File: src/rtl/div_unit_allocator_pkg.sv
// Shared types and constants for the divider-unit allocator: unit state encoding,
// index/pointer types and the selective-flush range check.
package div_unit_allocator_pkg;

    localparam int DIV_UNIT_NUM       = 2;
    localparam int ACQ_WIDTH          = 1;
    localparam int DIV_LATENCY        = 8;
    localparam int AL_PTR_WIDTH       = 6;
    localparam int DIV_UNIT_IDX_WIDTH = (DIV_UNIT_NUM > 1) ? $clog2(DIV_UNIT_NUM) : 1;
    localparam int DIV_CNT_WIDTH      = $clog2(DIV_LATENCY);
    localparam int FREE_CNT_WIDTH     = $clog2(DIV_UNIT_NUM) + 1;

    typedef enum logic [1:0] {
        DIV_FREE     = 2'd0,
        DIV_ACQUIRED = 2'd1,
        DIV_BUSY     = 2'd2,
        DIV_DONE     = 2'd3
    } div_unit_state_e;

    typedef logic [DIV_UNIT_IDX_WIDTH-1:0] div_unit_index_t;
    typedef logic [AL_PTR_WIDTH-1:0]       al_ptr_t;
    typedef logic [DIV_CNT_WIDTH-1:0]      div_cnt_t;

    localparam div_cnt_t DIV_CNT_LOAD = div_cnt_t'(DIV_LATENCY - 2);

    // Owner lies in the wrapping range [head, tail); head == tail is an empty range.
    function automatic logic selective_flush_detect(input al_ptr_t ptr, input al_ptr_t head,
                                                    input al_ptr_t tail, input logic flush_all);
        logic hit;
        if (flush_all) begin
            hit = 1'b1;
        end else if (head == tail) begin
            hit = 1'b0;
        end else if (head < tail) begin
            hit = (ptr >= head) && (ptr < tail);
        end else begin
            hit = (ptr >= head) || (ptr < tail);
        end
        return hit;
    endfunction

endpackage

File: src/rtl/div_unit_allocator_if.sv
// Scheduler/execute/recovery-side signal bundle of the divider-unit allocator.
interface div_unit_allocator_if;
    import div_unit_allocator_pkg::*;

    logic [ACQ_WIDTH-1:0]      acquire;
    al_ptr_t [ACQ_WIDTH-1:0]   acquireActiveListPtr;
    logic [ACQ_WIDTH-1:0]      acquireGrant;
    div_unit_index_t [ACQ_WIDTH-1:0] acquireUnit;
    logic [DIV_UNIT_NUM-1:0]   start;
    logic [DIV_UNIT_NUM-1:0]   releaseUnit;
    logic                      toRecoveryPhase;
    logic                      flushAllInsns;
    al_ptr_t                   flushRangeHeadPtr;
    al_ptr_t                   flushRangeTailPtr;
    logic                      divFree;
    logic [FREE_CNT_WIDTH-1:0] freeCount;
    logic [DIV_UNIT_NUM-1:0]   busy;
    logic [DIV_UNIT_NUM-1:0]   done;

    modport master (
        output acquire, acquireActiveListPtr, start, releaseUnit,
               toRecoveryPhase, flushAllInsns, flushRangeHeadPtr, flushRangeTailPtr,
        input  acquireGrant, acquireUnit, divFree, freeCount, busy, done
    );

    modport slave (
        input  acquire, acquireActiveListPtr, start, releaseUnit,
               toRecoveryPhase, flushAllInsns, flushRangeHeadPtr, flushRangeTailPtr,
        output acquireGrant, acquireUnit, divFree, freeCount, busy, done
    );

endinterface

File: src/rtl/div_unit_allocator_chk.sv
// Protocol checks on the allocator's scheduler and execute-stage inputs.
module div_unit_allocator_chk
    import div_unit_allocator_pkg::*;
(
    input logic                    clk,
    input logic                    rst,
    input logic [ACQ_WIDTH-1:0]    acquire_i,
    input logic [ACQ_WIDTH-1:0]    grant_i,
    input logic [DIV_UNIT_NUM-1:0] start_i,
    input logic [DIV_UNIT_NUM-1:0] release_i,
    input logic [DIV_UNIT_NUM-1:0] acquired_i,
    input logic [DIV_UNIT_NUM-1:0] done_i
);

    a_no_excess_acquire: assert property (@(posedge clk) disable iff (rst)
        ((acquire_i & ~grant_i) == '0))
        else $warning("div_unit_allocator: acquire with no free divider unit");

    a_start_on_acquired: assert property (@(posedge clk) disable iff (rst)
        ((start_i & ~acquired_i) == '0))
        else $warning("div_unit_allocator: start on a unit not in ACQUIRED");

    a_release_on_done: assert property (@(posedge clk) disable iff (rst)
        ((release_i & ~done_i) == '0))
        else $warning("div_unit_allocator: release on a unit not in DONE");

endmodule

File: src/rtl/div_unit_allocator_slot.sv
// One divider unit: FREE/ACQUIRED/BUSY/DONE state, latency counter and owner pointer.
module div_unit_slot
    import div_unit_allocator_pkg::*;
(
    input  logic    clk,
    input  logic    rst,
    input  logic    grant_i,
    input  al_ptr_t owner_i,
    input  logic    start_i,
    input  logic    release_i,
    input  logic    flush_i,
    input  logic    flush_all_i,
    input  al_ptr_t flush_head_i,
    input  al_ptr_t flush_tail_i,
    output logic    free_o,
    output logic    acquired_o,
    output logic    busy_o,
    output logic    done_o
);

    div_unit_state_e state_q, state_d;
    div_cnt_t        cnt_q, cnt_d;
    al_ptr_t         owner_q, owner_d;
    logic            flush_hit_s;

    assign flush_hit_s = flush_i && (state_q != DIV_FREE) &&
                         selective_flush_detect(owner_q, flush_head_i, flush_tail_i, flush_all_i);

    // State register
    always_ff @(posedge clk) begin
        if (rst) begin
            state_q <= DIV_FREE;
            cnt_q   <= '0;
            owner_q <= '0;
        end else begin
            state_q <= state_d;
            cnt_q   <= cnt_d;
            owner_q <= owner_d;
        end
    end

    // Next-state logic; a flush hit overrides everything else for this unit
    always_comb begin
        state_d = state_q;
        cnt_d   = cnt_q;
        owner_d = owner_q;
        if (flush_hit_s) begin
            state_d = DIV_FREE;
        end else begin
            case (state_q)
                DIV_FREE: begin
                    if (grant_i) begin
                        state_d = DIV_ACQUIRED;
                        owner_d = owner_i;
                    end else begin
                        state_d = DIV_FREE;
                    end
                end
                DIV_ACQUIRED: begin
                    if (start_i) begin
                        state_d = DIV_BUSY;
                        cnt_d   = DIV_CNT_LOAD;
                    end else begin
                        state_d = DIV_ACQUIRED;
                    end
                end
                DIV_BUSY: begin
                    if (cnt_q == '0) begin
                        state_d = DIV_DONE;
                    end else begin
                        cnt_d = cnt_q - div_cnt_t'(1);
                    end
                end
                DIV_DONE: begin
                    if (release_i) begin
                        state_d = DIV_FREE;
                    end else begin
                        state_d = DIV_DONE;
                    end
                end
                default: state_d = DIV_FREE;
            endcase
        end
    end

    // Output decode of the registered state
    always_comb begin
        free_o     = (state_q == DIV_FREE);
        acquired_o = (state_q == DIV_ACQUIRED);
        busy_o     = (state_q != DIV_FREE);
        done_o     = (state_q == DIV_DONE);
    end

endmodule

File: src/rtl/div_unit_allocator.sv
// Divider-unit allocator: grants free units to acquire lanes in priority order and
// reports the registered free-unit view back to the scheduler.
module div_unit_allocator
    import div_unit_allocator_pkg::*;
(
    input logic                 clk,
    input logic                 rst,
    div_unit_allocator_if.slave bus
);

    logic [DIV_UNIT_NUM-1:0]         free_s, acquired_s, busy_s, done_s;
    logic [DIV_UNIT_NUM-1:0]         avail_s, unit_grant_s;
    al_ptr_t [DIV_UNIT_NUM-1:0]      unit_owner_s;
    logic [ACQ_WIDTH-1:0]            lane_grant_s;
    div_unit_index_t [ACQ_WIDTH-1:0] lane_unit_s;
    logic                            found_s;
    logic [FREE_CNT_WIDTH-1:0]       free_cnt_s;

    // Grant encoder: lanes in ascending order take the lowest-index unit still free
    always_comb begin
        avail_s      = free_s;
        unit_grant_s = '0;
        unit_owner_s = '0;
        lane_grant_s = '0;
        lane_unit_s  = '0;
        found_s      = 1'b0;
        for (int l = 0; l < ACQ_WIDTH; l++) begin
            found_s = 1'b0;
            if (bus.acquire[l]) begin
                for (int u = 0; u < DIV_UNIT_NUM; u++) begin
                    if (!found_s && avail_s[u]) begin
                        found_s         = 1'b1;
                        avail_s[u]      = 1'b0;
                        lane_grant_s[l] = 1'b1;
                        lane_unit_s[l]  = div_unit_index_t'(u);
                        unit_grant_s[u] = 1'b1;
                        unit_owner_s[u] = bus.acquireActiveListPtr[l];
                    end else begin
                        found_s = found_s;
                    end
                end
            end else begin
                lane_grant_s[l] = 1'b0;
            end
        end
    end

    // Popcount of free units
    always_comb begin
        free_cnt_s = '0;
        for (int u = 0; u < DIV_UNIT_NUM; u++) begin
            free_cnt_s = free_cnt_s + FREE_CNT_WIDTH'(free_s[u]);
        end
    end

    for (genvar u = 0; u < DIV_UNIT_NUM; u++) begin : g_slot
        div_unit_slot u_slot (
            .clk          (clk),
            .rst          (rst),
            .grant_i      (unit_grant_s[u]),
            .owner_i      (unit_owner_s[u]),
            .start_i      (bus.start[u]),
            .release_i    (bus.releaseUnit[u]),
            .flush_i      (bus.toRecoveryPhase),
            .flush_all_i  (bus.flushAllInsns),
            .flush_head_i (bus.flushRangeHeadPtr),
            .flush_tail_i (bus.flushRangeTailPtr),
            .free_o       (free_s[u]),
            .acquired_o   (acquired_s[u]),
            .busy_o       (busy_s[u]),
            .done_o       (done_s[u])
        );
    end

    div_unit_allocator_chk u_chk (
        .clk        (clk),
        .rst        (rst),
        .acquire_i  (bus.acquire),
        .grant_i    (lane_grant_s),
        .start_i    (bus.start),
        .release_i  (bus.releaseUnit),
        .acquired_i (acquired_s),
        .done_i     (done_s)
    );

    assign bus.acquireGrant = lane_grant_s;
    assign bus.acquireUnit  = lane_unit_s;
    assign bus.divFree      = |free_s;
    assign bus.freeCount    = free_cnt_s;
    assign bus.busy         = busy_s;
    assign bus.done         = done_s;

endmodule
File: src/flat_wrapper.sv
// flat-port wrapper written by rule: the top's interface ports become plain ports
module div_unit_allocator_flat import div_unit_allocator_pkg::*;
  (clk, rst, bus_acquire, bus_acquireActiveListPtr, bus_start, bus_releaseUnit, bus_toRecoveryPhase, bus_flushAllInsns, bus_flushRangeHeadPtr, bus_flushRangeTailPtr, bus_acquireGrant, bus_acquireUnit, bus_divFree, bus_freeCount, bus_busy, bus_done);
  div_unit_allocator_if bus_i ();
  input logic clk;
  input logic rst;
  input wire logic [$bits(bus_i.acquire)-1:0] bus_acquire;
  input wire logic [$bits(bus_i.acquireActiveListPtr)-1:0] bus_acquireActiveListPtr;
  input wire logic [$bits(bus_i.start)-1:0] bus_start;
  input wire logic [$bits(bus_i.releaseUnit)-1:0] bus_releaseUnit;
  input wire logic [$bits(bus_i.toRecoveryPhase)-1:0] bus_toRecoveryPhase;
  input wire logic [$bits(bus_i.flushAllInsns)-1:0] bus_flushAllInsns;
  input wire logic [$bits(bus_i.flushRangeHeadPtr)-1:0] bus_flushRangeHeadPtr;
  input wire logic [$bits(bus_i.flushRangeTailPtr)-1:0] bus_flushRangeTailPtr;
  output wire logic [$bits(bus_i.acquireGrant)-1:0] bus_acquireGrant;
  output wire logic [$bits(bus_i.acquireUnit)-1:0] bus_acquireUnit;
  output wire logic [$bits(bus_i.divFree)-1:0] bus_divFree;
  output wire logic [$bits(bus_i.freeCount)-1:0] bus_freeCount;
  output wire logic [$bits(bus_i.busy)-1:0] bus_busy;
  output wire logic [$bits(bus_i.done)-1:0] bus_done;
  assign bus_i.acquire = bus_acquire;
  assign bus_i.acquireActiveListPtr = bus_acquireActiveListPtr;
  assign bus_i.start = bus_start;
  assign bus_i.releaseUnit = bus_releaseUnit;
  assign bus_i.toRecoveryPhase = bus_toRecoveryPhase;
  assign bus_i.flushAllInsns = bus_flushAllInsns;
  assign bus_i.flushRangeHeadPtr = bus_flushRangeHeadPtr;
  assign bus_i.flushRangeTailPtr = bus_flushRangeTailPtr;
  assign bus_acquireGrant = bus_i.acquireGrant;
  assign bus_acquireUnit = bus_i.acquireUnit;
  assign bus_divFree = bus_i.divFree;
  assign bus_freeCount = bus_i.freeCount;
  assign bus_busy = bus_i.busy;
  assign bus_done = bus_i.done;
  div_unit_allocator u_core (.clk(clk), .rst(rst), .bus(bus_i));
endmodule
File: config.mk
export PLATFORM = sky130hd
export DESIGN_NAME = div_unit_allocator_flat
export DESIGN_NICKNAME = d
export VERILOG_FILES = /design/src/rtl/div_unit_allocator_pkg.sv /design/src/rtl/div_unit_allocator_if.sv /design/src/rtl/div_unit_allocator_chk.sv /design/src/rtl/div_unit_allocator_slot.sv /design/src/rtl/div_unit_allocator.sv /design/src/flat_wrapper.sv
export SDC_FILE = /design/constraint.sdc
export NUM_CORES = 1
export LEC_CHECK = 0
export ABC_CLOCK_PERIOD_IN_PS = 2900
export CORE_MARGIN = 4
export CORE_UTILIZATION = 48
export CTS_CLUSTER_DIAMETER = 30
export DETAILED_ROUTE_END_ITERATION = 6
export PLACE_DENSITY = 0.84
export SYNTH_ARGS = -nofsm -noshare
export SYNTH_HDL_FRONTEND = slang
export SYNTH_SLANG_ARGS = --single-unit
File: constraint.sdc
create_clock -name clk -period 2.9 [get_ports clk]
set_clock_uncertainty 0.2 [all_clocks]
set_input_delay 0.725 -clock clk [delete_from_list [all_inputs] [get_ports clk]]
set_output_delay 0.725 -clock clk [all_outputs]
set_load 0.05 [all_outputs]
==> results of run 1 <==
## routing by layer
metal  routed length [um]  track usage [%]  up-vias
met5                    0                0        -
met1                 2094            22.30      833
met4                   53            4.802        0
met3                  180            2.632        7
met2                 2399            35.00       38
li1                     -                -      914
## power by group through the flow
stage / clock [W] / sequential [W] / combinational, W
floorplan: 0 / 0.000349 / 0.000269
global placement: 0 / 0.000353 / 0.000403
detailed placement: 0 / 0.000355 / 0.000418
CTS: 0.000194 / 0.000350 / 0.000437
global route: 0.000207 / 0.000354 / 0.000500
finish: 0.000188 / 0.000351 / 0.000451
## layout make-up
class	count	area [sq um]	share of cell area (%)
multi-input combinational	175	1541	57.06
timing repair buffer	50	480.5	17.79
sequential	22	440.4	16.30
inverter	34	137.6	5.095
tap	48	60.06	2.223
clock buffer	3	41.29	1.528
## cell families after synthesis
kind of cell | after synthesis | synth area share, %
muxes | 12 | 6.115
adders and majority gates | 48 | 30.38
and+or+nand+nor | 64 | 15.73
AOI/OAI and AO/OA | 51 | 16.94
buffers and inverters | 40 | 8.408
DFF | 22 | 22.42
## sequential cells by signal, indices dropped and copies added, names as in the netlist
register                      count
u_core.g_slot.u_slot.state_q      4
u_core.g_slot.u_slot.owner_q     12
u_core.g_slot.u_slot.cnt_q        6
## worst max-delay path, delay by kind of cell
| kind | cells | cell delay [ns] |
|---|---|---|
| AOI/OAI and AO/OA | 3 | 0.69 |
| adders and majority gates | 2 | 0.62 |
| and+or+nand+nor | 1 | 0.46 |
| buffers and inverters | 2 | 0.34 |
## metrics by stage
stage	worst slack (ns)	setup TNS [ns]	area, sq um
3_5_place_dp	-0.6548	-4.817	2509
4_1_cts	0.004622	0	2638
6_report	0.06580	0	2701
2_1_floorplan	0.002960	0	2006
3_3_place_gp	-0.6200	-4.483	2509
5_1_grt	0.001446	0	2701
## synthesized netlist by cell type (4+ instances only)
cell type	count	area, sq um
inv_1	34	127.6
o21ai_0	13	65.06
buf_4	4	30.03
a21o_1	6	45.04
mux2i_1	12	120.1
a21oi_1	16	80.08
nand3b_1	4	30.03
dfxtp_1	22	440.4
nor2_1	26	97.59
nand2_1	9	33.78
nand3_1	6	30.03
nor2b_1	4	25.02
ha_1	46	575.6
nor3_1	5	25.02
## path summary, 6_finish.rpt
check,start,end,slack (ns),cells after the start
setup / recovery,bus_flushRangeTailPtr[3],u_core.g_slot[0].u_slot.cnt_q[0],0.07,8
hold / removal,u_core.g_slot[1].u_slot.cnt_q[0],u_core.g_slot[1].u_slot.cnt_q[0],0.26,2
setup reg to reg,u_core.g_slot[0].u_slot.owner_q[4],u_core.g_slot[0].u_slot.cnt_q[0],0.24,8
hold reg to reg,u_core.g_slot[1].u_slot.cnt_q[0],u_core.g_slot[1].u_slot.cnt_q[0],0.26,2
## what timing repair did
item	in CTS	in global routing
setup buffers	2	0
endpoints found under the setup margin	10	6
resized for setup	37	17
pin swaps	13	12
==> impl_metrics.env, run 1 <==
export IMPL_drt_total_wl_mm=4.729
export IMPL_ios=36
export IMPL_drv_slew=0
export IMPL_dieHeight_um=71.97
export IMPL_syn_area_sq_um=1964
export IMPL_final_cell_mix="ha_1 (35), inv_1 (25), nor2_1 (25), dfxtp_1 (22)"
export IMPL_worst_pin_slew_ns=0.5120
export IMPL_clkPwrFrac_pct=19.0
export IMPL_core_sq_um=3799
export IMPL_period_needed_ns=2.834
export IMPL_overflow=0
export IMPL_vias=1792
export IMPL_synthCells=237
export IMPL_setup_violations=0
export IMPL_synth_async_reset_ratio_pct=0
export IMPL_power_total_w=0.0009902
export IMPL_start_util_pct=51.71
export IMPL_ant_nets=0
export IMPL_crit_path_start_kind="primary input"
export IMPL_place_inst=327
export IMPL_fmax_ghz=0.3528
export IMPL_grt_pass1_wl_mm=7.962
export IMPL_drt_iter0_drc=43
export IMPL_yosysSeqAreaShare_pct=22.42
export IMPL_crit_required_ns=2.90
export IMPL_cts_root_buf="clkbuf_8"
export IMPL_p_switching_w=0.0003553
export IMPL_synthesis_nets=310
export IMPL_htree_num_levels=1
export IMPL_synth_edf_count=0
export IMPL_hp_class="flip-flop to flip-flop"
export IMPL_final_util_pct=71.11
export IMPL_rsz0062_at_grt="no"
export IMPL_nets=359
export IMPL_hold_buffers=0
export IMPL_fill_cells=297
export IMPL_grt_max_degree=12
export IMPL_cts_sink_count=22
export IMPL_crit_path_end_kind="flip-flop"
export IMPL_period_share_pct=97.73
export IMPL_dr_pass1_iters=4
export IMPL_clockBufferDepth=2
export IMPL_ir_drop_v=0.0003219
export IMPL_ys_warn_count=0
export IMPL_cts_tree="built"
export IMPL_powerDensity_nw_per_um2=366.5
export IMPL_dpl_hpwl_mm=3.695
export IMPL_clk_latency_ns=0.26
export IMPL_antenna_cells=0
export IMPL_area_growth_pct=37.52
export IMPL_grt_pass1_vias=1842
export IMPL_grt_total_usage_pct=18.74
export IMPL_hold_worst_slack_ns=0.2592
export IMPL_cap_violations=0
export IMPL_synth_seq_cells=22
export IMPL_cts_buffers=3
export IMPL_die_width_um=71.97
export IMPL_cp_slowest_cell="or4b_1"
export IMPL_critPathArrivalTime_ns=2.83
export IMPL_leakage_nw=1.321
export IMPL_final_common_cell="ha_1"
export IMPL_crit_chain="dlygate4sd2_1 > inv_2 > ha_2 > a311o_1 > maj3_2 > o21ba_4 > or4b_1 > a21oi_1"
export IMPL_avgViaCountPerCell=5.398
export IMPL_p_int_w=0.0006349
export IMPL_clk_pin_slew_ns=0.08
export IMPL_io_buffers=35
export IMPL_synth_main_ff_cell="dfxtp_1"
export IMPL_power_frac_seq_pct=35.5
export IMPL_relSlewSlack_pct=65.76
export IMPL_globalplace_congestion=0.8269
export IMPL_route_detailed_drc=0
export IMPL_slowest_delay_ns=0.46
export IMPL_avgSynthCellArea_sq_um=8.289
export IMPL_cp_max_fo=3
export IMPL_dieArea_sq_um=5180
export IMPL_yosysUniqueCellTypes=34
export IMPL_stdcell_count=332
export IMPL_status="finished, final reports clean"
export IMPL_p_sw_share_pct=35.88
export IMPL_drive_gt1_share_pct=22.89
export IMPL_finalHoldViolCount=0
export IMPL_worstSetupPathType="primary input to flip-flop"
export IMPL_antenna_found_initial=0
export IMPL_combPwrFrac_pct=45.6
export IMPL_row_count=22
export IMPL_wire_per_inst_um=14.24
Note: power is estimated with default switching activity, not from simulation.
==> inputs of run 2 (changes only) <==
--- a/config.mk
+++ b/config.mk
@@ -7,10 +7,12 @@
 export LEC_CHECK = 0
 export ABC_CLOCK_PERIOD_IN_PS = 2900
 export CORE_MARGIN = 4
-export CORE_UTILIZATION = 48
+export CORE_UTILIZATION = 49
 export CTS_CLUSTER_DIAMETER = 30
 export DETAILED_ROUTE_END_ITERATION = 6
 export PLACE_DENSITY = 0.84
+export SLEW_MARGIN = 0
 export SYNTH_ARGS = -nofsm -noshare
 export SYNTH_HDL_FRONTEND = slang
+export SYNTH_HIERARCHICAL = 1
 export SYNTH_SLANG_ARGS = --single-unit
==> run 2 against run 1 <==
Sequential power about the same. Critical path depth up 1. Register-to-register slack better by 0.04 ns. Synthesized cell count up 7.2%. Highest routed layer unchanged. Clock power down 2%. Design area up 6.7%.
==> impl_metrics.env, run 2 <==
export IMPL_status="finished, final reports clean"
export IMPL_grt_total_usage_pct=21.77
export IMPL_globalplace_congestion=0.8867
export IMPL_powerDensity_nw_per_um2=399.2
export IMPL_drt_total_wl_mm=5.889
export IMPL_drive_gt1_share_pct=24.68
export IMPL_seqCellArea_sq_um=440.4
export IMPL_drv_slew=0
export IMPL_antenna_found_initial=0
export IMPL_setup_violations=0
export IMPL_syn_area_sq_um=2142
export IMPL_synthesis_nets=323
export IMPL_stdcell_count=362
export IMPL_ant_nets=0
export IMPL_cp_max_fo=3
export IMPL_period_share_pct=99.26
export IMPL_grt_max_degree=18
export IMPL_die_width_um=74.12
export IMPL_largestRegisters="u_core/g_slot.u_slot/owner_q x12, u_core/g_slot.u_slot/cnt_q x6, u_core/g_slot.u_slot/state_q x4"
export IMPL_start_util_pct=52.05
export IMPL_multi_input_comb_area_sq_um=1624
export IMPL_final_common_cell="ha_1"
export IMPL_crit_required_ns=2.84
export IMPL_core_sq_um=4115
export IMPL_relSlewSlack_pct=66.72
export IMPL_hold_buffers=0
export IMPL_grt_pass1_vias=2153
export IMPL_top_register="u_core/g_slot.u_slot/owner_q"
export IMPL_clockBufferDepth=2
export IMPL_overflow=0
export IMPL_route_detailed_drc=0
export IMPL_finalHoldViolCount=0
export IMPL_clk_latency_ns=0.25
export IMPL_fmax_ghz=0.3474
export IMPL_cp_slowest_cell="a2111oi_4"
export IMPL_io_buffers=35
export IMPL_cap_violations=0
export IMPL_dieHeight_um=74.12
export IMPL_avgSynthCellArea_sq_um=8.433
export IMPL_hp_class="flip-flop to flip-flop"
export IMPL_ios=36
export IMPL_area_growth_pct=34.58
export IMPL_htree_num_levels=1
export IMPL_ir_drop_v=0.0003005
export IMPL_row_count=23
export IMPL_clk_pin_slew_ns=0.07
export IMPL_path_delay_family="compound AO/OA/AOI/OAI gates"
export IMPL_slowest_delay_ns=0.39
export IMPL_largest_reg_flops=12
export IMPL_cts_tree="built"
export IMPL_ys_warn_count=6
export IMPL_drt_iter0_drc=77
export IMPL_crit_path_start_kind="primary input"
export IMPL_period_needed_ns=2.878
export IMPL_worstSetupPathType="primary input to flip-flop"
export IMPL_antenna_cells=0
export IMPL_place_inst=357
export IMPL_grt_pass1_wl_mm=9.349
export IMPL_final_cell_mix="ha_1 (36), inv_1 (30), buf_4 (25), nor2_1 (24), dfxtp_1 (22)"
export IMPL_synthCells=254
export IMPL_dpl_hpwl_mm=4.528
export IMPL_power_total_w=0.001151
export IMPL_cts_sink_count=22
export IMPL_cpMostUsedCell="a2111oi_4"
export IMPL_dieArea_sq_um=5493
export IMPL_crit_chain="clkbuf_4 > inv_2 > ha_4 > a2111oi_4 > o21ai_2 > a2111oi_4 > a31oi_2 > a221oi_2 > mux2_1"
export IMPL_leakage_nw=1.365
export IMPL_dr_pass1_iters=4
export IMPL_nets=383
export IMPL_wire_per_inst_um=16.27
export IMPL_fill_cells=302
export IMPL_path_buf_inv=2
export IMPL_critPathArrivalTime_ns=2.82
export IMPL_cts_root_buf="clkbuf_8"
export IMPL_avgViaCountPerCell=5.685
export IMPL_worst_pin_slew_ns=0.4977
export IMPL_crit_path_end_kind="flip-flop"
export IMPL_vias=2058
export IMPL_cts_buffers=3
==> run 2: final cells by class <==
type | instances | share of cell area [%]
Timing Repair Buffer | 61 | 19.97
Multi-Input combinational cell | 190 | 56.34
Inverter | 36 | 4.818
Sequential cell | 22 | 15.28
Tap cell | 50 | 2.170
Clock buffer | 3 | 1.432
==> run 2: final timing paths <==
check	from	to	slack [ns]	cells past startpoint
hold reg to reg	u_core/g_slot[0].u_slot/cnt_q[0]	u_core/g_slot[0].u_slot/cnt_q[0]	0.30	2
hold / removal	u_core/g_slot[0].u_slot/cnt_q[0]	u_core/g_slot[0].u_slot/cnt_q[0]	0.30	2
setup reg to reg	u_core/g_slot[0].u_slot/owner_q[3]	u_core/g_slot[0].u_slot/cnt_q[1]	0.28	7
setup / recovery	bus_flushRangeHeadPtr[3]	u_core/g_slot[0].u_slot/cnt_q[1]	0.02	9
==> run 2: power by group <==
group	internal, W	switching [W]	leakage (nW)	total, W
Combinational	0.000287	0.000331	1.17	0.000618
Sequential	0.000324	0.0000246	0.178	0.000349
Clock	0.0000925	0.0000918	0.0216	0.000184
==> run 2: timing repair <==
| action | 4_1_cts | 5_1_grt |
|---|---|---|
| resized for setup | 29 | 14 |
| hold endpoints to repair | 0 | 0 |
| setup endpoints to repair | 8 | 6 |
| buffers inserted | 2 | 0 |
| pin swaps | 8 | 5 |
==> run 2: layer usage <==
| metal | part of all wire (%) | track usage (%) |
|---|---|---|
| met5 | 0 | 0 |
| met4 | 3.2 | 8.652 |
| met3 | 4.1 | 3.108 |
| met2 | 52 | 40.94 |
| met1 | 41 | 24.37 |
==> run 2: through the flow <==
stage | cell area [sq um] | setup WS, ns | setup TNS (ns) | utilization [%] | hold slack (ns)
after floorplan | 2143 | 0.07715 | 0 | - | 0.2614
after global placement | 2755 | -0.5096 | -3.348 | 66.95 | 0.2743
after detailed placement | 2755 | -0.6044 | -3.949 | 66.95 | 0.2927
after CTS | 2873 | 0.009203 | 0 | 69.81 | 0.3011
after global routing | 2883 | -0.004105 | -0.004105 | 70.05 | 0.3417
final | 2883 | 0.02158 | 0 | 70.05 | 0.3000
==> run 2: tightest hold or removal path: cells and delay by family (launching register included) <==
family	cells	cell delay, ns
DFF	1	0.33
and+or+nand+nor	1	0.07
muxes	1	0.06
